[src/rtl/uart_frame_pkg.sv]
// Shared types and constants for the UART frame parser: parser states,
// sync bytes and default sizing.
package uart_frame_pkg;

  typedef enum logic [2:0] {
    HUNT0       = 3'd0,
    HUNT1       = 3'd1,
    GET_LEN     = 3'd2,
    GET_PAYLOAD = 3'd3,
    GET_CSUM    = 3'd4,
    DRAIN       = 3'd5
  } state_t;

  localparam logic [7:0] SYNC0 = 8'hAA;
  localparam logic [7:0] SYNC1 = 8'h55;

  localparam int DEFAULT_MAX_PAYLOAD  = 64;
  // Two 11-bit character times at 434 clocks per bit.
  localparam int DEFAULT_TIMEOUT_CLKS = 9548;

endpackage

[src/rtl/uart_frame_parser_frame_buffer.sv]
// Payload store for one frame: register array with a synchronous write
// port and an asynchronous read port.
module frame_buffer #(
  parameter int DEPTH = 64,
  parameter int AW    = (DEPTH > 1) ? $clog2(DEPTH) : 1
) (
  input  logic          clk,
  input  logic          we,
  input  logic [AW-1:0] waddr,
  input  logic [7:0]    wdata,
  input  logic [AW-1:0] raddr,
  output logic [7:0]    rdata
);

  logic [7:0] mem [DEPTH];

  // NOTE: the array is deliberately not reset; every location is written by
  // the current frame before DRAIN can read it, and a reset would turn the
  // storage into a much larger flop bank with a reset net.
  always_ff @(posedge clk) begin
    if (we) mem[waddr] <= wdata;
  end

  assign rdata = mem[raddr];

endmodule

[src/rtl/uart_frame_parser.sv]
// Assembles AA 55 N payload checksum frames from the UART byte strobe,
// validates them and streams good payloads over a valid/ready interface.
module uart_frame_parser
  import uart_frame_pkg::*;
#(
  parameter int MAX_PAYLOAD  = DEFAULT_MAX_PAYLOAD,
  parameter int TIMEOUT_CLKS = DEFAULT_TIMEOUT_CLKS
) (
  input  logic       i_Clock,
  input  logic       i_Reset,
  input  logic       i_RX_DV,
  input  logic [7:0] i_RX_Byte,
  output logic [7:0] o_Data,
  output logic       o_Valid,
  input  logic       i_Ready,
  output logic       o_Last,
  output logic [7:0] o_Frame_Len,
  output logic       o_Frame_OK,
  output logic       o_Err_Checksum,
  output logic       o_Err_Length,
  output logic       o_Err_Timeout,
  output logic       o_Overrun
);

  localparam int PTR_W  = (MAX_PAYLOAD > 1) ? $clog2(MAX_PAYLOAD) : 1;
  localparam int TCNT_W = $clog2(TIMEOUT_CLKS + 1);
  localparam logic [TCNT_W-1:0] TCNT_LAST = TCNT_W'(TIMEOUT_CLKS - 1);
  localparam logic [7:0]        MAX_LEN   = 8'(MAX_PAYLOAD);

  state_t            state;
  logic [7:0]        len;
  logic [7:0]        csum;
  logic [PTR_W-1:0]  wr_ptr;
  logic [PTR_W-1:0]  rd_ptr;
  logic [TCNT_W-1:0] tcnt;

  logic       buf_we;
  logic [7:0] buf_rdata;
  logic       timed;
  logic       timer_hit;
  logic       last_wr;

  frame_buffer #(
    .DEPTH (MAX_PAYLOAD),
    .AW    (PTR_W)
  ) u_buf (
    .clk   (i_Clock),
    .we    (buf_we),
    .waddr (wr_ptr),
    .wdata (i_RX_Byte),
    .raddr (rd_ptr),
    .rdata (buf_rdata)
  );

  assign buf_we  = (state == GET_PAYLOAD) && i_RX_DV;
  assign last_wr = (8'(wr_ptr) == len - 8'd1);

  // The inter-byte timer only runs while a frame is partially received;
  // a byte landing on the terminal count wins over the timeout.
  assign timed     = state inside {HUNT1, GET_LEN, GET_PAYLOAD, GET_CSUM};
  assign timer_hit = timed && !i_RX_DV && (tcnt == TCNT_LAST);

  assign o_Valid = (state == DRAIN);
  assign o_Data  = o_Valid ? buf_rdata : 8'h00;
  assign o_Last  = o_Valid && (8'(rd_ptr) == len - 8'd1);

  // NOTE: all state below is sequential and uses non-blocking assignments so
  // every register samples the pre-edge values of its neighbours.
  always_ff @(posedge i_Clock or posedge i_Reset) begin
    if (i_Reset) begin
      state          <= HUNT0;
      len            <= '0;
      csum           <= '0;
      wr_ptr         <= '0;
      rd_ptr         <= '0;
      tcnt           <= '0;
      o_Frame_Len    <= '0;
      o_Frame_OK     <= 1'b0;
      o_Err_Checksum <= 1'b0;
      o_Err_Length   <= 1'b0;
      o_Err_Timeout  <= 1'b0;
      o_Overrun      <= 1'b0;
    end else begin
      o_Frame_OK     <= 1'b0;
      o_Err_Checksum <= 1'b0;
      o_Err_Length   <= 1'b0;
      o_Err_Timeout  <= 1'b0;
      o_Overrun      <= 1'b0;

      if (i_RX_DV || !timed || timer_hit) tcnt <= '0;
      else                                tcnt <= tcnt + TCNT_W'(1);

      if (timer_hit) begin
        o_Err_Timeout <= 1'b1;
        state         <= HUNT0;
      end else begin
        case (state)
          HUNT0: begin
            if (i_RX_DV && i_RX_Byte == SYNC0) state <= HUNT1;
          end
          HUNT1: begin
            if (i_RX_DV) begin
              if (i_RX_Byte == SYNC1)      state <= GET_LEN;
              else if (i_RX_Byte != SYNC0) state <= HUNT0;
            end
          end
          GET_LEN: begin
            if (i_RX_DV) begin
              if (i_RX_Byte == 8'd0 || i_RX_Byte > MAX_LEN) begin
                o_Err_Length <= 1'b1;
                state        <= HUNT0;
              end else begin
                len    <= i_RX_Byte;
                csum   <= i_RX_Byte;
                wr_ptr <= '0;
                state  <= GET_PAYLOAD;
              end
            end
          end
          GET_PAYLOAD: begin
            if (i_RX_DV) begin
              csum   <= csum + i_RX_Byte;
              wr_ptr <= wr_ptr + PTR_W'(1);
              if (last_wr) state <= GET_CSUM;
            end
          end
          GET_CSUM: begin
            if (i_RX_DV) begin
              if (i_RX_Byte == csum) begin
                o_Frame_OK  <= 1'b1;
                o_Frame_Len <= len;
                rd_ptr      <= '0;
                state       <= DRAIN;
              end else begin
                o_Err_Checksum <= 1'b1;
                state          <= HUNT0;
              end
            end
          end
          DRAIN: begin
            // Bytes arriving while the buffer drains are dropped unparsed.
            if (i_RX_DV) o_Overrun <= 1'b1;
            if (i_Ready) begin
              if (o_Last) state  <= HUNT0;
              else        rd_ptr <= rd_ptr + PTR_W'(1);
            end
          end
          default: state <= HUNT0;
        endcase
      end
    end
  end

endmodule

[config.mk]
export PLATFORM = sky130hd
export DESIGN_NAME = uart_frame_parser
export DESIGN_NICKNAME = d
export VERILOG_FILES = /design/src/rtl/uart_frame_pkg.sv /design/src/rtl/uart_frame_parser_frame_buffer.sv /design/src/rtl/uart_frame_parser.sv
export SDC_FILE = /design/constraint.sdc
export NUM_CORES = 1
export LEC_CHECK = 0
export ABC_CLOCK_PERIOD_IN_PS = 4200
export BUFFER_PORTS_ARGS = -buffer_cell sky130_fd_sc_hd__buf_2
export CORE_MARGIN = 3
export CORE_UTILIZATION = 35
export CTS_CLUSTER_SIZE = 20
export DETAILED_ROUTE_END_ITERATION = 12
export GPL_ROUTABILITY_DRIVEN = 0
export SLEW_MARGIN = 20
export SYNTH_ARGS = -nofsm -noshare
export SYNTH_HDL_FRONTEND = slang
export SYNTH_SLANG_ARGS = --single-unit
[constraint.sdc]
create_clock -name i_Clock -period 4.2 [get_ports i_Clock]
set_clock_uncertainty 0.1 [all_clocks]
set_input_delay 0.63 -clock i_Clock [delete_from_list [all_inputs] [get_ports i_Clock]]
set_output_delay 0.63 -clock i_Clock [all_outputs]
set_load 0.01 [all_outputs]
# Yosys cells after proc, flatten, opt, wreduce, memory -nomap -nowiden
# Memories as Yosys holds them, arrays and structs flattened.
# Cells that the tools add are included.
# classes
add_sub_neg,5
multipliers,0
div,0
order_cmp,1
n_eq_ne,28
n_shift,0
mux,47
bitwise,2
n_reduce_logical,20
# op_table
operator,n
$mux W6,7
$mux W3,12
$mux W8,4
$pmux W6 S2,2
$mux W1,18
$ne A3 B3 Y1 const B,6
$pmux W3 S6,1
$eq A6 B8 Y1,2
$pmux W8 S2,1
$add A14 B1 Y14 const B,1
$eq A14 B14 Y1 const B,1
$mux W14,1
$add A6 B1 Y6 const B,2
$ne A2 B2 Y1 const B,5
$reduce_and A9 Y1,1
$add A8 B8 Y8,1
$eq A8 B7 Y1 const B,1
$eq A8 B8 Y1,1
$eq A8 B8 Y1 const B,1
$gt A8 B7 Y1 const B,1
$logic_not A8 Y1,1
$ne A8 B8 Y1 const B,1
$reduce_and A4 Y1,2
$sub A8 B1 Y8 const B,1
16 further kinds,29
# word_totals
regBits,58
latch_bits,0
mem_bits_rw,512
rom_bits,0
in_bits,12
out_inout_bits,23
word_cells,116
memories,1
# mem_list
memory,words,word_bits,read_ports,rd_clocked_by_memory_dff,write_ports,line,text
u_buf.mem,64,8,1,0,1,uart_frame_parser_frame_buffer.sv:15,logic [7:0] mem [DEPTH];

# Depth between registers and ports, before layout
# Gate-level depths: netlist of run 1.
# depth
word_depth,7
ltp_mapped,10
ltp_nobuf,10

# Hierarchy
# From an unflattened synthesis of run 1, not the netlist that was laid out.
# hier_totals
cells_unflattened,1285
area_unflattened_um2,23339.9
# by_module_without_submodules
mod,n_inst,cells_per_inst,area_per_inst_um2,seq_area_each_um2
frame_buffer,1,932,20006.7,15374.7
uart_frame_parser,1,353,3333.2,1451.4

# Least setup slack after synthesis of run 1
# Ideal clock, no wire load.
# synth_timing
path_kind,register to output
from,reg rd_ptr[0]
to,out o_Data[0]
t_arrival_ps,2358
required_ps,3470
slack_ps,1112
path_stages_with_launch,8
n_path_buf,3
path_cell_list,dfrtp_1 > clkbuf_1 > clkbuf_1 > buf_2 > mux4_2 > mux4_2 > mux2i_1 > o22ai_1
# synth_via
elab_chain_len,2
# synth_lines
item,line,text
from (decl),uart_frame_parser.sv:34,logic [PTR_W-1:0] rd_ptr;
from (signal assigned),uart_frame_parser.sv:145,else rd_ptr <= rd_ptr + PTR_W'(1);
$mem_v2 Z64 W8,n/a,
$mux W8,uart_frame_parser.sv:64,assign o_Data = o_Valid ? buf_rdata : 8'h00;
to (decl),uart_frame_parser.sv:13,"output logic [7:0] o_Data,"
# No other way between the ends.

# Worst setup path in the final report of run 1
# layout_timing
from,reg rd_ptr[0]
to,out o_Data[1]
# Same word-level chain as after synthesis.

==> results of run 1 <==
sequential cells by signal (all words and copies together) (netlist names), 3 cells and up:
signal	flops
wr_ptr	6
u_buf.mem	512
rd_ptr	6
tcnt	14
len	8
state	3
o_Frame_Len	8
csum	8
power groups by stage:
stage,Clock (mW),Sequential (mW),Combinational [mW]
floorplan,0,6.36,2.38
global placement,0,6.50,3.31
detailed placement,0,6.50,3.34
CTS,5.29,6.38,3.35
global route,5.50,6.40,3.53
finish,5.17,6.39,3.30
layout make-up:
class	count	area share [%]
inverters	16	0.226
multi-input cells	559	22.5
clock inverters	35	1.43
diodes	2	0.0188
repair buffers	97	2.85
clock buffers	71	5.72
well taps	855	4.02
flip-flops and latches	570	63.2
cells by family (layout without fill, tap and decap cells):
logic type	after synthesis	count (layout)
flip-flops	570	570
AND/OR/NAND/NOR	265	265
multiplexers	186	186
buffers and inverters	80	219
AO/OA/AOI/OAI	66	66
XOR/XNOR	30	30
adder cells (fa/ha/maj)	12	12
other	0	2
synth_stat cells, drive strengths merged (15+ instances only):
library cell,n
nand2,79
mux4,160
mux2i,24
dfrtp,58
o21ai,20
inv,15
xnor2,16
nor2,104
clkbuf,43
buf,21
edfxtp,512
layout by cell type (no fill, tap or decap), types with 5 or more instances in the layout:
cell       count
edfxtp_1     512
xor2_1        14
clkinv_2       8
buf_4         54
ha_1          11
nor2b_1        5
xnor2_1       16
nor2_1       104
o22ai_1        9
bufinv_16      8
clkinv_1      17
a21o_1         5
dfrtp_1       55
mux4_2       160
nand4_1       10
a21oi_1       13
clkbuf_16     60
nand2_1       79
nor3_1        10
clkbuf_1      12
and3_1         5
and2_1         5
nand3_1       14
mux2i_1       23
buf_2         34
inv_1         14
o21ai_0       19
buf_12         6
per-layer routing:
metal	up-vias	part of all wire, %	routed length [um]	global-route usage [%]
met5	-	0.064	34	0
met4	4	2.6	1390	4.77
met3	90	5.8	3050	2.72
met2	360	49	25700	24.3
met1	6188	43	22500	21.2
li1	5060	-	-	-
repair_timing:
item	in CTS	in global routing
buffers inserted	0	0
setup endpoints to repair	1	4
gates resized for setup	1	2
gates cloned	0	1
hold endpoints to repair	0	0
worst reg2reg max path: stages (launching register included):
cell	delay, ps
dfrtp_1	470
nor2b_1	250
nand3_1	180
nor2_1	310
nand3_1	600
nor2_1	820
metrics by stage:
step / power, mW / instance area, um^2 / instances
6_report: 14.9 / 26600 / 2205
5_1_grt: 15.4 / 26600 / 2203
4_1_cts: 15.0 / 26600 / 2202
3_5_place_dp: 9.84 / 24700 / 2096
3_3_place_gp: 9.81 / 24700 / 2096
2_1_floorplan: 8.74 / 23100 / 1209
worst max path at each step:
stage | end | slack, ps | depth (start not counted)
2_1_floorplan | o_Data[0] | 1110 | 7
5_1_grt | o_Data[5] | 10 | 6
3_3_place_gp | o_Data[7] | 660 | 6
4_1_cts | o_Data[7] | 7 | 6
3_5_place_dp | o_Data[7] | 650 | 6
6_report | o_Data[1] | 80 | 6
==> results.sh, run 1 <==
export IMPL_htreeDepth=2
export IMPL_r2r_slack_ps=1090
export IMPL_core_area_mm2=0.0649
export IMPL_crit_family="multiplexers"
export IMPL_path_class="reg -> out"
export IMPL_tns_ps=0
export IMPL_ys_top_cells_by_area="edfxtp_1, mux4_2, dfrtp_1"
export IMPL_io_buffers=34
export IMPL_cp_start_kind="flop"
export IMPL_worst_setup_path_end_kind="output pin"
export IMPL_ys_warn_count=0
export IMPL_vias=11700
export IMPL_critPathSlowestCell="dfrtp_4"
export IMPL_grt_antenna_before_repair=4
export IMPL_nFillCells=5737
export IMPL_worstReg2RegStart="state[2]"
export IMPL_ff_latch_area_mm2=0.0168
export IMPL_track_usage_pct=15.2
export IMPL_grt_overflow=0
export IMPL_synth_seq_cells=570
export IMPL_place_ws_ps=653
export IMPL_multi_input_area_mm2=0.00599
export IMPL_worstPathRequired_ps=3470
export IMPL_crit_top_cell="mux4_2"
export IMPL_dr_pass1_iters=5
export IMPL_startpoint="rd_ptr[0]"
export IMPL_synth_seq_area_share_pct=72.7
export IMPL_irDropWorstVdd_uv=333
export IMPL_r2r_cells=5
export IMPL_synth_compound_area_share_pct=1.93
export IMPL_synth_edf_count=512
export IMPL_dpl_hpwl_mm=32.6
export IMPL_async_flop_share_pct=10.2
export IMPL_setup_viol=0
export IMPL_fmax_ghz=0.243
export IMPL_grt_max_degree=71
export IMPL_switching_share_pct=26.0
export IMPL_numCtsBuffers=58
export IMPL_ctsRootBufferMaster="clkbuf_16"
export IMPL_power_density_mw_per_mm2=558
export IMPL_synth_area_per_cell_um2=19.1
export IMPL_synthAdderAreaFrac_pct=0.682
export IMPL_numClockSinks=570
export IMPL_crit_path_max_incr_delay_ps=640
export IMPL_hold_viol_final=0
export IMPL_setup_ws_ps=77.3
export IMPL_syn_nets=1233
export IMPL_final_net_count=1326
export IMPL_maxCapViolations=0
export IMPL_antenna_left=0
export IMPL_timing_hold_ws_ps=69.3
export IMPL_switchingPower_mw=3.86
export IMPL_synth_xor_area_share_pct=1.14
export IMPL_yosysTopAreaCellShare_pct=66.5
export IMPL_drive_gt1_share_pct=26.5
export IMPL_worst_ep_arrival_time_ps=3390
export IMPL_avgViaCountPerCell=5.31
export IMPL_path_clk_slew_ps=60
export IMPL_slew_headroom_pct=32.0
export IMPL_cp_num_buf_inv=2
export IMPL_synthSimpleGateAreaFrac_pct=5.40
export IMPL_cp_max_fo=15
export IMPL_pwr_share_comb_pct=22.2
export IMPL_die_area_mm2=0.0692
export IMPL_synth_main_ff_cell="edfxtp_1"
export IMPL_clockBufferDepth=3
export IMPL_utilization_pct=41.0
export IMPL_clk_latency_ps=600
export IMPL_netlist_instances=1209
export IMPL_rsz0062_at_grt="false"
export IMPL_drc=0
export IMPL_rows=93
export IMPL_drv_slew=0
export IMPL_min_period_ps=4120
export IMPL_r2r_end="u_buf.mem[54][5]"
export IMPL_hold_buffers=0
export IMPL_grt_pass1_wl_mm=79.0
export IMPL_first_global_vias=11900
export IMPL_status="finished, final reports clean"
export IMPL_synthMuxAreaShare_pct=16.7
export IMPL_clockPowerShare_pct=34.8
export IMPL_synth_largest_area_cell="edfxtp_1"
export IMPL_ioPinCount=35
export IMPL_power_share_sequential_pct=43.0
export IMPL_worst_slew_pin_slew_ps=1020
export IMPL_synth_top_family_by_area="multiplexers"
export IMPL_p_int_mw=11.0
export IMPL_die_h_um=263
export IMPL_wl_mm=52.7
export IMPL_cts_tree="done"
export IMPL_synthesis_area_mm2=0.0231
export IMPL_drtIter0Drc=1058
export IMPL_start_util_pct=35.6
export IMPL_wire_per_inst_um=23.9
export IMPL_hold_path_class="in -> async"
export IMPL_synth_distinct_cells=61
export IMPL_area_growth_pct=15.1
export IMPL_finalCritPeriodShare_pct=98.2
export IMPL_die_x_um=263
export IMPL_p_leak_nw=8.71
export IMPL_cp_cell_sequence="buf_6 > mux4_2 > mux4_2 > mux2i_1 > o22ai_1 > buf_2"
Power figures use the tool's default switching activity.
==> inputs of run 2 (changes only) <==
--- a/config.mk
+++ b/config.mk
@@ -7,2 +7,3 @@
 export LEC_CHECK = 0
+export ABC_AREA = 0
 export ABC_CLOCK_PERIOD_IN_PS = 4200
--- a/constraint.sdc
+++ b/constraint.sdc
@@ -4,2 +4,2 @@
 set_output_delay 0.63 -clock i_Clock [all_outputs]
-set_load 0.01 [all_outputs]
+set_load 0.1 [all_outputs]
==> results.sh, run 2 (synthesis results as in run 1) <==
export IMPL_io_buffers=34
export IMPL_final_common_cell="edfxtp_1"
export IMPL_pwr_share_comb_pct=24.3
export IMPL_status="finished, final reports clean"
export IMPL_final_cell_mix="edfxtp_1, mux4_2, nor2_1"
export IMPL_irDropWorstVdd_uv=428
export IMPL_wl_mm=51.9
export IMPL_p_leak_nw=8.65
export IMPL_die_area_mm2=0.0692
export IMPL_clockPowerShare_pct=34.0
export IMPL_worst_ep_arrival_time_ps=3410
export IMPL_area_growth_pct=15.0
export IMPL_drv_slew=0
export IMPL_grt_antenna_before_repair=6
export IMPL_timing_hold_ws_ps=106
export IMPL_wire_per_inst_um=23.6
export IMPL_ctsRootBufferMaster="clkbuf_16"
export IMPL_drtIter0Drc=1030
export IMPL_top_regs="u_buf.mem x512, tcnt x14"
export IMPL_power_density_mw_per_mm2=569
export IMPL_drc=0
export IMPL_power_share_sequential_pct=41.7
export IMPL_worst_slew_pin_slew_ps=1040
export IMPL_dr_pass1_iters=5
export IMPL_switchingPower_mw=4.13
export IMPL_rows=93
export IMPL_grt_max_degree=71
export IMPL_numCtsBuffers=56
export IMPL_worstPathRequired_ps=3470
export IMPL_grt_overflow=0
export IMPL_die_h_um=263
export IMPL_die_x_um=263
export IMPL_p_total_mw=15.1
export IMPL_final_net_count=1313
export IMPL_hold_viol_final=0
export IMPL_cp_num_buf_inv=2
export IMPL_numClockSinks=570
export IMPL_finalCritPeriodShare_pct=98.5
export IMPL_path_clk_slew_ps=60
export IMPL_cts_tree="done"
export IMPL_htreeDepth=2
export IMPL_hold_path_class="in -> async"
export IMPL_tns_ps=0
export IMPL_first_global_vias=11900
export IMPL_min_period_ps=4140
export IMPL_cp_start_kind="flop"
export IMPL_largest_register="u_buf.mem"
export IMPL_cp_max_fo=33
export IMPL_path_class="reg -> out"
export IMPL_grt_pass1_wl_mm=79.0
export IMPL_vias=11500
export IMPL_rsz0062_at_grt="false"
export IMPL_critPathSlowestCell="mux4_2"
export IMPL_crit_path_max_incr_delay_ps=580
export IMPL_ioPinCount=35
export IMPL_clockBufferDepth=3
export IMPL_avgViaCountPerCell=5.25
export IMPL_maxCapViolations=0
export IMPL_track_usage_pct=15.1
export IMPL_clk_latency_ps=620
export IMPL_dp_cells=2083
export IMPL_worst_setup_path_end_kind="output pin"
export IMPL_start_util_pct=35.6
export IMPL_cp_cell_sequence="buf_12 > mux4_2 > mux4_2 > mux2i_1 > o22ai_1 > buf_4"
export IMPL_crit_family="multiplexers"
export IMPL_crit_top_cell="mux4_2"
export IMPL_dpl_hpwl_mm=33.1
export IMPL_fmax_ghz=0.242
export IMPL_largest_reg_flops=512
export IMPL_p_int_mw=11.0
export IMPL_setup_viol=0
export IMPL_slew_headroom_pct=30.7
export IMPL_antenna_left=0
export IMPL_stdcell_count=2195
export IMPL_core_area_mm2=0.0649
export IMPL_drive_gt1_share_pct=26.6
export IMPL_switching_share_pct=27.3
==> run 2: changes by cell type in the layout (fill, tap and decap cells not counted), sizes merged <==
cell      before  now
buf           96   85
inv           16   15
clkbuf        72   76
bufinv         8    7
clkinvlp       0    5
clkinv        27   18
bufbuf         0    1
diode          2    4
==> run 2: final cells by class <==
cell class	instances	area, um^2
antenna	4	10.0
clock buffer	76	1540
clock inverter	29	367
fill	5680	38300
inverter	16	60.1
multi-input combinational	559	6010
sequential	570	16800
tap	855	1070
timing repair buffer	86	709
==> run 2: through the flow <==
| step | setup WS (ps) | utilization (%) | cell area, um^2 |
|---|---|---|---|
| 6_report | 63.9 | 41.0 | 26600 |
| 5_1_grt | 2.42 | 40.9 | 26600 |
| 4_1_cts | 7.89 | 40.9 | 26500 |
| 3_5_place_dp | 543 | 37.8 | 24600 |
| 3_3_place_gp | 514 | 37.8 | 24600 |
| 2_1_floorplan | 150 | - | 23100 |
==> run 2: layer usage <==
layer  vias to the layer above  share of wire [%]  GRT usage, %
met5                         -              0.052             0
met4                         4                2.4          4.71
met3                        72                5.7          2.94
met2                       329                 50          24.6
met1                      6106                 42          20.4
li1                       5019                  -             -
==> run 2: worst paths after layout <==
kind	from	to	slack (ps)	cells after the start
max in group asynchronous	i_Reset	csum[5]	3090	3
max	rd_ptr[0]	o_Data[1]	60	6
max reg2reg	len[0]	state[0]	1050	10
min in group i_Clock	i_RX_DV	o_Err_Checksum	310	3
min	i_Reset	o_Frame_Len[0]	110	2
min reg2reg	o_Frame_Len[4]	o_Frame_Len[4]	370	2
==> run 2: what timing repair did <==
item / in CTS / in global routing
pin swaps: 0 / 1
gates cloned: 1 / 0
hold buffers: 0 / 0
resized for setup: 8 / 8
buffers inserted: 0 / 2
setup endpoints to repair: 8 / 6
==> run 2: power by group through the flow <==
stage,sequential (mW),combinational [mW],clock (mW)
after floorplan,6.40,2.58,0
after global placement,6.43,3.62,0
after detailed placement,6.44,3.65,0
after CTS,6.32,3.73,5.24
after global routing,6.32,3.93,5.47
final,6.32,3.68,5.14
==> run 2: worst register-to-register path, stage by stage, from the launching register on <==
cell and delay (ps):
dfrtp_1 450, inv_1 140, ha_1 280, or3b_4 450, a211oi_1 310, nand4_1 180, a2111oi_4 390, buf_4 190
o21ai_2 80, a21oi_2 250, mux2i_1 260
